File: src/rtl/ram_rd_streamer.sv
// Read-sequencing controller for the 256-bit wide RAM read port: issues strided
// reads and streams the returned words through a 2-entry credit-managed buffer.
module ram_rd_streamer #(
    parameter int addrWidth  = 32,
    parameter int dataWidth  = 256,
    parameter int countWidth = 16
) (
    input  logic                  clk,
    input  logic                  nrst,
    input  logic                  start_i,
    input  logic [addrWidth-1:0]  base_addr_i,
    input  logic [addrWidth-1:0]  stride_i,
    input  logic [countWidth-1:0] count_i,
    output logic                  busy_o,
    output logic                  done_o,
    output logic                  rd_en_o,
    output logic [addrWidth-1:0]  rd_addr_o,
    input  logic [dataWidth-1:0]  rd_data_i,
    output logic [dataWidth-1:0]  data_o,
    output logic                  valid_o,
    input  logic                  ready_i
);

    typedef enum logic [1:0] {
        IDLE  = 2'd0,
        RUN   = 2'd1,
        DRAIN = 2'd2
    } state_t;

    state_t                state;
    state_t                state_nxt;
    logic                  done_q;
    logic                  done_nxt;
    logic                  issue;

    logic [addrWidth-1:0]  addr;
    logic [addrWidth-1:0]  stride_q;
    logic [addrWidth-1:0]  last_addr;
    logic [countWidth-1:0] count_q;
    logic [countWidth-1:0] idx;
    logic                  inflight;

    logic [dataWidth-1:0]  fifo_mem [2];
    logic                  rd_ptr;
    logic                  wr_ptr;
    logic [1:0]            fifo_cnt;
    logic [1:0]            fifo_cnt_nxt;
    logic                  push;
    logic                  pop;
    logic                  credit_ok;

    assign pop          = valid_o & ready_i;
    assign push         = inflight;
    assign fifo_cnt_nxt = fifo_cnt + {1'b0, push} - {1'b0, pop};

    // A slot is free when buffered plus in-flight beats leave room, counting a pop this cycle.
    assign credit_ok = ({1'b0, fifo_cnt} + {2'b00, inflight}) <= ({2'b00, pop} + 3'd1);

    always_comb begin
        state_nxt = state;
        issue     = 1'b0;
        done_nxt  = 1'b0;
        case (state)
            IDLE: begin
                if (start_i) begin
                    if (count_i == '0) begin
                        done_nxt = 1'b1;
                    end else begin
                        state_nxt = RUN;
                    end
                end
            end
            RUN: begin
                if (credit_ok) begin
                    issue = 1'b1;
                    if (idx == count_q - countWidth'(1)) begin
                        state_nxt = DRAIN;
                    end
                end
            end
            DRAIN: begin
                if (!inflight && fifo_cnt_nxt == 2'd0) begin
                    state_nxt = IDLE;
                    done_nxt  = 1'b1;
                end
            end
            default: begin
                state_nxt = IDLE;
            end
        endcase
    end

    always_ff @(posedge clk or negedge nrst) begin
        if (!nrst) begin
            state  <= IDLE;
            done_q <= 1'b0;
        end else begin
            state  <= state_nxt;
            done_q <= done_nxt;
        end
    end

    always_ff @(posedge clk or negedge nrst) begin
        if (!nrst) begin
            addr      <= '0;
            stride_q  <= '0;
            count_q   <= '0;
            idx       <= '0;
            last_addr <= '0;
            inflight  <= 1'b0;
        end else begin
            inflight <= issue;
            if (state == IDLE && start_i) begin
                addr     <= base_addr_i;
                stride_q <= stride_i;
                count_q  <= count_i;
                idx      <= '0;
            end else if (issue) begin
                addr      <= addr + stride_q;
                idx       <= idx + countWidth'(1);
                last_addr <= addr;
            end
        end
    end

    // When full, a simultaneous pop frees the head slot that the write pointer targets.
    always_ff @(posedge clk or negedge nrst) begin
        if (!nrst) begin
            for (int i = 0; i < 2; i++) begin
                fifo_mem[i] <= '0;
            end
            rd_ptr   <= 1'b0;
            wr_ptr   <= 1'b0;
            fifo_cnt <= 2'd0;
        end else begin
            if (push) begin
                fifo_mem[wr_ptr] <= rd_data_i;
                wr_ptr           <= ~wr_ptr;
            end
            if (pop) begin
                rd_ptr <= ~rd_ptr;
            end
            fifo_cnt <= fifo_cnt_nxt;
        end
    end

    assign busy_o    = (state != IDLE);
    assign done_o    = done_q;
    assign rd_en_o   = issue;
    assign rd_addr_o = issue ? addr : last_addr;
    assign valid_o   = (fifo_cnt != 2'd0);
    assign data_o    = fifo_mem[rd_ptr];

endmodule

File: config.mk
export PLATFORM = sky130hd
export DESIGN_NAME = ram_rd_streamer
export DESIGN_NICKNAME = d
export VERILOG_FILES = /design/src/rtl/ram_rd_streamer.sv
export SDC_FILE = /design/constraint.sdc
export NUM_CORES = 1
export LEC_CHECK = 0
export BUFFER_PORTS_ARGS = -buffer_cell sky130_fd_sc_hd__buf_2
export CORE_UTILIZATION = 42
export CTS_CLUSTER_SIZE = 16
export DETAILED_ROUTE_END_ITERATION = 6
export GPL_ROUTABILITY_DRIVEN = 0
export GPL_TIMING_DRIVEN = 0
export PLACE_DENSITY = 0.69
export SYNTH_ARGS = -nofsm -noshare
export SYNTH_HDL_FRONTEND = slang
export SYNTH_SLANG_ARGS = --single-unit
File: constraint.sdc
create_clock -name clk -period 9.34 [get_ports clk]
set_input_delay 0.467 -clock clk [delete_from_list [all_inputs] [get_ports clk]]
set_output_delay 0.467 -clock clk [all_outputs]
set_load 0.02 [all_outputs]
After elaboration in Yosys (flattened, before gate mapping)
Cells that the tools add are included.
{"block": "op_classes", "n_addsub": 7, "mul": 0, "n_div": 0, "order_cmp": 4, "eq_ne": 8, "shift": 0, "muxes": 23, "n_bitwise": 5, "reduce_logical": 11}
{"operator": "$mux 256", "count": 4}
{"operator": "$bwmux 512", "count": 1}
{"operator": "$demux 256 s1", "count": 1}
{"operator": "$mux 32", "count": 3}
{"operator": "$add 32x32->32", "count": 1}
{"operator": "$mux 16", "count": 2}
{"operator": "$add 16x1->16 const B", "count": 1}
{"operator": "$eq 16x16->1", "count": 1}
{"operator": "$logic_not 16->1", "count": 1}
{"operator": "$sub 16x1->16 const B", "count": 1}
{"operator": "$mux 2", "count": 5}
{"operator": "$ne 2x2->1 const B", "count": 5}
{"operator": "$pmux 2 s3", "count": 1}
{"operator": "$reduce_bool 2->1", "count": 3}
{"operator": "$mux 1", "count": 5}
{"operator": "$reduce_and 5->1", "count": 1}
{"operator": "$ge 2x2->1 const B", "count": 2}
{"operator": "$logic_not 2->1", "count": 2}
{"operator": "$not 1->2", "count": 2}
{"operator": "$add 2x1->3", "count": 1}
{"operator": "$le 3x2->1", "count": 1}
{"operator": "$logic_and 1x1->1", "count": 3}
{"operator": "$add 1x1->2 const B", "count": 1}
{"operator": "$add 2x1->2", "count": 1}
{"operator": "8 further kinds", "count": 9}
{"block": "word_totals", "reg_bits": 648, "latch_bits": 0, "ramBits": 0, "rom_bits": 0, "in_bits": 340, "wordCells": 71, "n_memories": 0}

Longest topological paths before layout
{"block": "depth", "depth_word": 8, "mapped_depth": 16, "depth_no_buf": 15}

Worst setup path before layout
Ideal clock, no wire load.
{"block": "synth_timing", "path_type": "flip-flop to output port", "from": "register fifo_cnt[1]", "to": "output rd_addr_o[27]", "t_arrival_ps": 3035, "required_ps": 8873, "path_slack_ps": 5838, "stages_incl_launch_ff": 14, "n_path_buf": 3, "path_cell_list": "dfrtp_1 inv_1 nand2_1 nand2_1 inv_1 fa_1 o31a_1 o21ai_0 nand2b_1 clkbuf_1 clkbuf_1 clkbuf_1 nand2_1 nand2_1"}
{"block": "synth_via", "elab_chain_len": 7}
{"item": "from (decl)", "line_no": "46", "rtl": "logic [1:0] fifo_cnt;"}
{"item": "from (signal assigned)", "line_no": "143", "rtl": "fifo_cnt <= fifo_cnt_nxt;"}
{"item": "$reduce_bool 2->1", "line_no": "151", "rtl": "assign valid_o = (fifo_cnt != 2'd0);"}
{"item": "named net valid_o", "line_no": "20", "rtl": "output logic valid_o,"}
{"item": "$and 1x1->1", "line_no": "52", "rtl": "assign pop = valid_o & ready_i;"}
{"item": "named net pop", "line_no": "49", "rtl": "logic pop;"}
{"item": "$add 1x1->2", "line_no": "57", "rtl": "assign credit_ok = ({1'b0, fifo_cnt} + {2'b00, inflight}) <= ({2'b00, pop} + 3'd1);"}
{"item": "$le 3x2->1", "line_no": "57"}
{"item": "$mux 1", "line_no": "74", "rtl": "if (credit_ok) begin"}
{"item": "$mux 1", "line_no": "63", "rtl": "case (state)"}
{"item": "$mux 32"}
{"item": "to (decl)", "line_no": "17", "rtl": "output logic [addrWidth-1:0] rd_addr_o,"}
The timed path passes the listed nets, and every way through them passes these cells.

Worst setup path after layout
{"block": "layout_timing", "from": "register fifo_cnt[1]", "to": "output rd_addr_o[28]"}
{"block": "layout_via", "elab_chain_len": 7}
{"item": "$reduce_bool 2->1", "line_no": "151"}
{"item": "$and 1x1->1", "line_no": "52"}
{"item": "named net pop", "line_no": "49"}
{"item": "$add 1x1->2", "line_no": "57"}
{"item": "$le 3x2->1", "line_no": "57"}
{"item": "$mux 1", "line_no": "74"}
{"item": "$mux 1", "line_no": "63"}
{"item": "$mux 32"}
The timed path passes the listed nets, and every way through them passes these cells.

==> out/metrics.csv <==
metric;value;unit
rsz0062_at_grt;no;
root_buffer;clkbuf_16;
synth_area;0.0295;mm²
relSlewSlack;33.5;%
area.growth.synth_to_final;23.6;%
critPathCaptureType;primary output;
netlist_instances;2299;
synth_top_area_share;55.0;%
final-max-slew-violation-count;0;
die_width;267;µm
stdcell_count;4014;
layout_common_cells;mux2_2, dfrtp_1, buf_2;
intPower;10.0;mW
finalCritPeriodShare;54.1;%
synth.area.top_cells;dfrtp_1, mux2_2, nand2_1;
ant_nets;0;
seq_area_frac_synth;55.0;%
fin_setup_tns;0;ps
status;finished clean;
ff2ff_path_depth;12;
ys.flop_type;dfrtp_1;
hpwl;60.0;mm
skew;27.7;ps
synth-seq-cells;648;
wl_met2;40.9;mm
total_power;17.2;mW
placed_cells;3866;
postCtsSetupBuffers;0;
grt_pass1_wl;123;mm
drt_wl_total;80.3;mm
dr.pass1.iters;5;
drcViolationCount;0;
cp_data_arrival_time;4590;ps
htree_levels;3;
hold_viol_final;0;
worstMarginPinSlew;998;ps
synth_edf_count;0;
holdPathStages;3;
min_period;5060;ps
whs;45.1;ps
final_util;52.8;%
fp.dieH;267;µm
combPwrFrac;54.0;%
mostFrequentLayoutCell;mux2_2;
hold_path_class;input port to flop;
yosysUniqueCellTypes;58;
p_switching;7.19;mW
core-area;0.0691;mm²
clockPowerShare;16.8;%
antenna_found_initial;35;
power_leakage;16.9;nW
initial_core_util;42.7;%
grtUsageTotal;22.1;%
setup_violations;0;
cts_buffer_depth;3;
top_layer_used;met5;
start_kind;flop;
grt_max_degree;131;
cts.sinks;648;
yosysWarnings;0;
cts-resized-gates;0;
portBuffers;631;
drive_gt1_share;49.8;%
routed_via_density;5.17;
cts_buffers;71;
ios;632;
worstPathMaxFanout;10;
crit_required;8870;ps
cts_tree;yes;
p_sw_share;41.8;%
drt-met1-wl;30.5;mm
reg2reg_setup_slack;5440;ps
maxCapViolations;0;
fin_nets;3389;
fillers;5939;
yosys.area.top_type;dfrtp_1;
p_per_area;471;mW/mm²
vias;20800;
wl_met3;6.00;mm
clock_latency;610;ps
overflow;0;
hold_buffers;1;
path_class;flop to primary output;
grt_pass1_vias;22300;
vdd_ir_drop_max;0.361;mV
row_count;96;
synthArstFlopShare;100;%
synth_area_per_cell;12.8;µm²
dieArea;0.0713;mm²
detail_route.iter0.violations;918;
max_freq;0.198;GHz
p_seq_share;29.2;%
clkTransAtPathRegs;60;ps
wl_per_cell;20.0;µm
syn-num-nets;2679;
## layout make-up
class                      instances  area (µm²)  area share (%)
sequential                       648       16200            44.5
inverter                          23        86.3           0.237
tap                              931        1160            3.19
timing repair buffer             637        3320            9.09
antenna                           19        47.5           0.130
clock inverter                    20         275           0.755
clock buffer                     108        2170            5.94
buffer                           124         465            1.28
multi-input combinational       1504       12700            34.9
## metrics by stage
step	instance area, µm²	worst slack (ps)
after global placement	33800	-4980
after CTS	36400	4240
final	36500	4280
after global routing	36500	3890
after floorplan	29500	5840
after detailed placement	34000	4930
## state kept, by name (all words and copies together), names as in the netlist, 2 cells and up
register,cells
count_q,16
fifo_mem,512
stride_q,32
state,2
addr,32
fifo_cnt,2
last_addr,32
idx,16
## logic make-up (layout without fill, tap and decap cells)
logic type / after synthesis / in the layout / synth area share (%)
muxes: 771 / 771 / 29.4
DFF: 648 / 648 / 55.0
and+or+nand+nor: 469 / 469 / 6.71
AOI/OAI and AO/OA: 162 / 162 / 3.46
buffers and inverters: 147 / 912 / 1.87
xor gates and xnor gates: 62 / 62 / 1.84
adders and majority gates: 40 / 40 / 1.75
other: 0 / 19 / 0
## synthesized netlist by cell type (2+ instances only)
cell	count
a211oi_1	4
a21o_1	19
a21oi_1	43
a221oi_1	3
a311oi_1	4
a31oi_1	7
and2_1	3
and3_1	8
and4_1	4
buf_1	4
clkbuf_1	120
dfrtp_1	648
fa_1	2
ha_1	38
inv_1	23
mux2_2	768
mux2i_1	3
nand2_1	326
nand2b_1	8
nand3_1	19
nand4_1	8
nor2_1	54
nor2b_1	2
nor3_1	16
nor3b_1	2
nor4_1	4
o2111ai_1	2
o211ai_1	2
o21a_1	4
o21ai_0	30
o21ai_1	7
o21bai_1	5
o22ai_1	16
o31a_1	2
o31ai_1	3
or2_1	2
or2_2	2
or3_1	2
or3b_1	2
or4_1	2
xnor2_1	36
xor2_1	26
## worst max-delay path: stages, from the launching register on
cell and delay (ps):
dfrtp_1 410, inv_1 110, nand2_1 90, nand2_1 150, inv_1 90, fa_1 500, o31a_1 320, o21ai_0 300
nand2b_1 180, clkbuf_1 420, clkbuf_1 490, clkbuf_1 510, nand2_1 160, nand2_1 100, buf_2 160
## final timing paths
path | start | to
setup / recovery | fifo_cnt[1] | rd_addr_o[28]
max in group asynchronous | nrst | fifo_mem[454]
hold / removal | stride_i[0] | stride_q[0]
setup reg to reg | fifo_cnt[1] | addr[22]
hold reg to reg | last_addr[9] | last_addr[9]
min in group asynchronous | nrst | fifo_mem[225]
## power by group through the flow
stage / Clock (mW) / Sequential, mW / Combinational (mW)
floorplan: 0 / 4.79 / 6.62
global placement: 0 / 4.94 / 9.06
detailed placement: 0 / 5.06 / 9.29
CTS: 2.96 / 5.02 / 9.35
global route: 3.06 / 5.19 / 10.0
finish: 2.89 / 5.02 / 9.28
## metal layers
layer,global-route usage [%],vias to the layer above
met5,0,-
met4,9.49,34
met3,6.84,166
met2,38.6,604
met1,24.8,10400
li1,-,9509
Note: power is estimated with default switching activity, not from simulation.
